`config.mk`:
```
export PLATFORM = sky130hd
export DESIGN_NAME = restoring_divider
export DESIGN_NICKNAME = d
export VERILOG_FILES = /design/src/rtl/restoring_divider.sv
export SDC_FILE = /design/constraint.sdc
export NUM_CORES = 1
export LEC_CHECK = 0
export CAP_MARGIN = 30
export CORE_UTILIZATION = 30
export CTS_CLUSTER_SIZE = 40
export DETAILED_ROUTE_END_ITERATION = 10
export MAX_ROUTING_LAYER = met4
export SLEW_MARGIN = 10
export SYNTH_ARGS = -nofsm -noshare
export SYNTH_HDL_FRONTEND = slang
export SYNTH_SLANG_ARGS = --single-unit
```
`constraint.sdc`:
```
create_clock -name clk -period 2.7 [get_ports clk]
set_input_delay 0.675 -clock clk [delete_from_list [all_inputs] [get_ports clk]]
set_output_delay 0.675 -clock clk [all_outputs]
set_load 0.005 [all_outputs]
```
`src/rtl/restoring_divider.sv`:
```
// rtl/restoring_divider.sv - sequential unsigned restoring divider, one shift and one trial subtract per quotient bit
module restoring_divider #(
  parameter int WIDTH = 8
) (
  input  logic             clk,
  input  logic             reset_n,
  input  logic [WIDTH-1:0] S,
  input  logic             load_divisor,
  input  logic             load_dividend,
  input  logic             execute,
  output logic [WIDTH-1:0] Qval,
  output logic [WIDTH-1:0] Rval,
  output logic [WIDTH-1:0] Dval,
  output logic             busy,
  output logic             done,
  output logic             div_zero
);

  localparam int CW = (WIDTH > 1) ? $clog2(WIDTH) : 1;
  localparam logic [CW-1:0] CNT_LAST = CW'(WIDTH - 1);

  localparam logic [1:0] IDLE  = 2'd0;
  localparam logic [1:0] SHIFT = 2'd1;
  localparam logic [1:0] SUB   = 2'd2;
  localparam logic [1:0] HOLD  = 2'd3;

  logic [1:0]       state;
  logic [WIDTH:0]   r;
  logic [WIDTH-1:0] q;
  logic [WIDTH-1:0] d;
  logic [CW-1:0]    cnt;
  logic [WIDTH+1:0] trial;

  // Extra top bit of the trial difference is the borrow: set means restore.
  assign trial = {1'b0, r} - {2'b00, d};

  always_ff @(posedge clk or negedge reset_n) begin
    if (!reset_n) begin
      state    <= IDLE;
      r        <= '0;
      q        <= '0;
      d        <= '0;
      cnt      <= '0;
      div_zero <= 1'b0;
    end else begin
      case (state)
        IDLE: begin
          if (load_divisor || load_dividend) begin
            if (load_divisor) d <= S;
            if (load_dividend) begin
              q <= S;
              r <= '0;
            end
          end else if (execute) begin
            r        <= '0;
            cnt      <= '0;
            div_zero <= (d == '0);
            state    <= SHIFT;
          end
        end
        SHIFT: begin
          {r, q} <= {r[WIDTH-1:0], q, 1'b0};
          state  <= SUB;
        end
        SUB: begin
          if (!trial[WIDTH+1]) begin
            r    <= trial[WIDTH:0];
            q[0] <= 1'b1;
          end
          if (cnt == CNT_LAST) begin
            state <= HOLD;
          end else begin
            cnt   <= cnt + 1'b1;
            state <= SHIFT;
          end
        end
        HOLD: begin
          if (!execute) state <= IDLE;
        end
        default: state <= IDLE;
      endcase
    end
  end

  assign Qval = q;
  assign Rval = r[WIDTH-1:0];
  assign Dval = d;
  assign busy = (state == SHIFT) || (state == SUB);
  assign done = (state == HOLD);

endmodule

```
==> summary.md, run 1 <==
| Metric | Value |
|---|---|
| Run status | `finished, final reports clean` |
| Slew headroom | `roughly 66%` |
| Minimum clock period after layout | `around 2500 ps` |
| 1st-pass router iterations | `4` |
| Placed instance area | `~2600 um^2` |
| FFs w/ async S/R, synth | `100%` |
| Synth Cell Area | `roughly 2100 um^2` |
| Setup Skew | `7.75 ps` |
| Final instance area | `between 2000 and 3000 um^2` |
| CP arrival | `approximately 1800 ps` |
| Most frequent cells after synthesis | `31 x dfrtp_1, 23 x o21ai_0, 17 x inv_1, 17 x nand2_1, 15 x ha_1` |
| Fin cells | `about 370` |
| Clk Latency, worst-skew pair | `between 200 and 300 ps` |
| Layout area overhead | `27.5%` |
| FF+latch count, synth | `31` |
| Crit Path Class | `flip-flop to primary output` |
| Hpwl dp | `approximately 4 mm` |
| Worst Max-Slew Pin Slew | `502 ps` |
| Via density | `5.13` |
| Via count | `around 1900` |
| Antenna diode count | `0` |
| Critical path data required time | `~2000 ps` |
| Initial Util | `a little under a third` |
| Post_cts resized | `0` |
| Multi-input logic area | `approximately 1200 um^2` |
| Final GP Congestion | `0.845` |
| Core area | `around 6800 um^2` |
| CP max FO | `7` |
| Largest net degree at the start of global routing | `32` |
| H-Tree Depth | `2` |
| Final #Nets | `298` |
| Distinct cells, synth | `between 40 and 50` |
| Hold-fix buffers, CTS | `0` |
| Die H | `roughly 86 um` |
| CP Launch Point | `state[1]` |
| CP max-delay cell | `clkdlybuf4s50_1` |
| Die X | `85.8 um` |
| Worst-path cell chain | `inv_1 -> ha_1 -> clkdlybuf4s50_1` |
| Delay-heaviest family, CP | `buffers and inverters` |
| EDFF count, synth | `0` |
| Power density cells | `about 1300 nW/um^2` |
| ANT nets after route | `0` |
| Hold WS | `544 ps` |
| Io pins | `40` |
| Clk buf depth | `2` |
| Fmax | `~400 MHz` |
| Most frequent cell after synthesis | `dfrtp_1` |
| Final number of setup-violating endpoints | `0` |
| WP buf/inv | `2` |
| CTS clk-pin slew, worst paths | `roughly 70 ps` |
| Clk root buf | `clkbuf_8` |
| Tot GR Track Use | `16.9%` |
| First-pass GRT wire length | `roughly 9.3 mm` |
| Avg WL per Cell | `around 15 um` |
| RSZ-0062 raised after global routing | `false` |
| First DRT Iteration DRCs | `around 140` |
| Worst VDD drop | `about 0.00049 V` |
| CTS Buf Count | `5` |
| Die area | `roughly 7400 um^2` |
| Final period utilization | `91.8%` |
| Register cell area after layout | `776 um^2` |
| Synth warnings | `0` |
| Total grt overflow | `0` |
| Slew Viols, Final | `0` |
| Layout cells sized above 1 | `a little over a tenth` |
| Mean area per synthesized cell | `about 9 um^2` |
| RR Startpoint | `r[6]` |
| DRT Wirelength | `5.51 mm` |
| Largest cells by area after synthesis | `dfrtp_1 37%, ha_1 8.9%, o21ai_0 5.5%` |
| Hold Fails Final Rpt | `0` |
| CP startpoint kind | `flip-flop` |
| Dpl cells | `between 300 and 400` |
| Fill cells | `694` |
| IO buf count | `39` |
| Fin Setup TNS | `0 ps` |
| Total clock sinks | `31` |
| Cell taking the most area after synthesis | `dfrtp_1` |
| CTS tree | `yes` |
| Max-Cap Viols | `0` |
| Crit. End Element | `primary output` |
| Hold wc startpoint | `r[8]` |
| Biggest cell delay along the critical path | `between 500 and 600 ps` |
| Initial antenna violation count | `0` |
| Lkg Pwr | `0.00111 uW` |
| Syn nets | `262` |
| Synth top area share | `a little under two fifths` |
| # DRC | `0` |
| Setup Fix Bufs, Post-CTS | `0` |
| Hold Path Class | `flip-flop to flip-flop` |
| Site row count | `30` |
| Most used DFF post-synth | `dfrtp_1` |
| Number of global-route vias before repair | `approximately 1800` |
| Seq/Total Area, Yosys | `36.8%` |
| Synth Instances | `roughly 230` |
==> per-stage QoR <==
step	setup WS, ps	total power [uW]	util [%]
6_report	221	3620	39.5
5_1_grt	156	3950	39.5
4_1_cts	205	3640	39.5
3_5_place_dp	349	3140	37.8
3_3_place_gp	371	3100	37.8
2_1_floorplan	703	2340	-
==> flip-flops by register name, summed over array words and instances (netlist names) <==
signal	cells
r	9
Dval	8
Qval	8
cnt	3
state	2
div_zero	1
==> worst reg2reg max path, cell delays in order (launching register included) <==
cell     delay, ps
dfrtp_1        430
ha_1           420
a21oi_2        260
mux2_4         320
or4_1          510
a31oi_1        180
==> cell usage in the layout, fill, tap and decap left out, types with 7 or more instances in the layout <==
master            n
mux2_2           10
buf_4             7
a22oi_1           8
a31oi_1          14
nor2_1            7
dfrtp_1          31
ha_1             15
clkdlybuf4s50_1  39
nor2b_1          12
o21ai_0          23
inv_1            17
nand2_1          17
a21oi_1          10
nor3_1            7
==> kinds of logic (layout without fill, tap and decap cells) <==
family                     after synthesis  in the layout  synth area share (%)
adders and majority gates               16             16                  9.86
buffers and inverters                   34             71                  7.84
xor gates and xnor gates                 1              1                 0.416
and+or+nand+nor                         65             65                  16.3
AOI/OAI and AO/OA                       74             74                  22.2
DFF                                     31             31                  36.8
muxes                                   12             12                  6.53
==> layer usage <==
metal  share of wire, %  GRT usage (%)  vias to the layer above  routed length, um
met2                 46           25.7                       45               2550
met4                1.1           4.09                        0                 58
li1                   -              -                      908                  -
met1                 48           23.2                      917               2660
met5                  0              -                        -                  0
met3                4.2           3.18                        6                230
==> path summary, 6_finish.rpt <==
kind                       endpoint  slack [ps]  cells past startpoint
max                            busy         220                      3
min                            r[8]         540                      2
max reg2reg                    r[7]         510                      5
min reg2reg                    r[8]         540                      2
max in group asynchronous    cnt[2]        1600                      2
min in group asynchronous      r[4]         790                      2
==> cell type report <==
| cell class | instances | share of cell area (%) |
|---|---|---|
| clock buffer | 6 | 3.07 |
| timing repair buffer | 46 | 16.5 |
| tap | 96 | 4.47 |
| sequential | 31 | 28.9 |
| multi-input combinational | 168 | 43.4 |
| inverter | 17 | 2.38 |
| clock inverter | 2 | 1.30 |
==> power by group <==
part | total (uW) | switching [uW] | internal [uW]
Clock | 481 | 183 | 298
Sequential | 886 | 215 | 670
Combinational | 2250 | 1140 | 1110
No activity file was read; power rests on OpenSTA's default activity.
==> run 2, diff against run 1 <==
Settings changed: CTS_CLUSTER_SIZE 40 to not set, MAX_ROUTING_LAYER met4 to not set.
==> summary.md, run 2 (synthesis results as in run 1) <==
| Metric | Value |
|---|---|
| Power density cells | `around 1300 nW/um^2` |
| Minimum clock period after layout | `2470 ps` |
| Initial Util | `a little under a third` |
| Net Switching | `1540 uW` |
| Worst Max-Slew Pin Slew | `roughly 540 ps` |
| Switching share of power | `about 43%` |
| WHS Path Cells | `2` |
| # DRC | `0` |
| Via density | `between 5 and 6` |
| Util after Layout | `39.5%` |
| Site row count | `30` |
| CTS tree | `yes` |
| Worst reg2reg path endpoint | `r[7]` |
| CP max-delay cell | `clkdlybuf4s50_1` |
| Total power | `around 3600 uW` |
| H-Tree Depth | `2` |
| Die X | `about 86 um` |
| Slew Viols, Final | `0` |
| Fill cells | `694` |
| RR Startpoint | `r[6]` |
| Initial antenna violation count | `0` |
| Flop pwr share | `between 20% and 30%` |
| Fmax | `404 MHz` |
| Total clock sinks | `31` |
| Lkg Pwr | `roughly 0.0011 uW` |
| Worst VDD drop | `about 0.00049 V` |
| Io pins | `40` |
| CP arrival | `1800 ps` |
| Max-Cap Viols | `0` |
| Tot GR Track Use | `approximately 16%` |
| Largest net degree at the start of global routing | `32` |
| DRT Wirelength | `between 5 and 6 mm` |
| Comb pwr share | `62.2%` |
| Largest Register | `r` |
| Slew headroom | `~64%` |
| CP max FO | `7` |
| CP startpoint kind | `flip-flop` |
| First DRT Iteration DRCs | `around 130` |
| Clk pwr share | `between 10% and 20%` |
| Setup Skew | `7.97 ps` |
| Via count | `1869` |
| Most frequent cells in the layout | `39 x clkdlybuf4s50_1, 31 x dfrtp_1, 23 x o21ai_0, 17 x inv_1, 17 x nand2_1` |
| Most common cell after layout, fill and taps aside | `clkdlybuf4s50_1` |
| Critical path data required time | `2030 ps` |
| Number of global-route vias before repair | `around 1800` |
| ANT nets after route | `0` |
| Hold wc startpoint | `r[8]` |
| Biggest cell delay along the critical path | `560 ps` |
| Total grt overflow | `0` |
| Post_cts resized | `0` |
| Hold WS | `about 540 ps` |
| IO buf count | `39` |
| Setup Fix Bufs, Post-CTS | `0` |
| CTS Buf Count | `5` |
| 1st-pass router iterations | `4` |
| Int Power | `about 2100 uW` |
| Avg WL per Cell | `roughly 15 um` |
| Layout area overhead | `27.5%` |
| Setup ws final | `about 230 ps` |
| Core area | `slightly below 7000 um^2` |
| Clk root buf | `clkbuf_8` |
| Die H | `roughly 86 um` |
| Crit. End Element | `primary output` |
| Register-to-register setup slack | `about 520 ps` |
| Worst R2R Path Depth | `5` |
| Run status | `finished, final reports clean` |
| Hpwl dp | `approximately 4 mm` |
| Hold-fix buffers, CTS | `0` |
| RSZ-0062 raised after global routing | `false` |
| Layout cells sized above 1 | `a little over a tenth` |
| Antenna diode count | `0` |
| First-pass GRT wire length | `9.32 mm` |
| Worst-path cell chain | `inv_1 -> ha_1 -> clkdlybuf4s50_1` |
| Hold Fails Final Rpt | `0` |
| CTS clk-pin slew, worst paths | `~70 ps` |
| Clk Latency, worst-skew pair | `290 ps` |
| Clk buf depth | `2` |
| Hold Path Sink | `r[8]` |
| Final number of setup-violating endpoints | `0` |
| Final #Nets | `approximately 300` |
| Die area | `roughly 7400 um^2` |
| Crit Path Class | `flip-flop to primary output` |
| Final GP Congestion | `roughly 0.83` |
| Dpl ws | `about 350 ps` |
| Hold Path Class | `flip-flop to flip-flop` |
| Fin Setup TNS | `0 ps` |
| Final period utilization | `91.6%` |
| Max reg flops | `9` |
run 2: cell counts in the layout (fill, tap and decap cells not counted):
No cell type changed its count.
run 2: through the flow:
stage / cells / cell area (um^2)
after floorplan: 233 / 2110
after global placement: 358 / 2570
after detailed placement: 358 / 2570
after CTS: 366 / 2690
after global routing: 366 / 2690
final: 366 / 2690
run 2: cell type report:
class	count	area (um^2)	area share, %
Tap cell	96	120	4.47
Timing Repair Buffer	46	443	16.5
Multi-Input combinational cell	168	1170	43.4
Clock buffer	6	82.6	3.07
Inverter	17	63.8	2.38
Sequential cell	31	776	28.9
Clock inverter	2	35.0	1.30
run 2: how the worst max path moves through the flow:
stage	slack [ps]	depth (start not counted)	from	end
floorplan	700	6	load_dividend	r[2]
global placement	370	6	load_dividend	r[7]
detailed placement	350	6	load_dividend	r[7]
CTS	200	3	state[0]	busy
global route	160	3	state[0]	busy
finish	230	3	state[1]	busy
run 2: critical path, delay by kind of cell (launching register included):
family     cells  cell delay, ps
flops          1             440
fa+ha+maj      1             420
buf+inv        2             660
run 2: power groups by stage:
stage / sequential [uW] / combinational (uW) / clock [uW]
floorplan: 845 / 1500 / 0
global placement: 894 / 2210 / 0
detailed placement: 897 / 2240 / 0
CTS: 890 / 2250 / 491
global route: 921 / 2510 / 511
finish: 885 / 2250 / 480
run 2: per-layer routing:
layer  wire (um)  share of wire [%]  global-route usage, %  vias up
met5           0                  0                      0        -
met4          57                1.0                   4.09        0
met3         184                3.3                   3.18        5
met2        2560                 47                   25.6       41
met1        2700                 49                   23.3      916
li1            -                  -                      -      907
==> run 3, diff against run 2 <==
Settings changed: HOLD_SLACK_MARGIN set to 0.03.
==> results of run 3 <==
The final DEF is identical to that of run 2; final timing and power are the same.
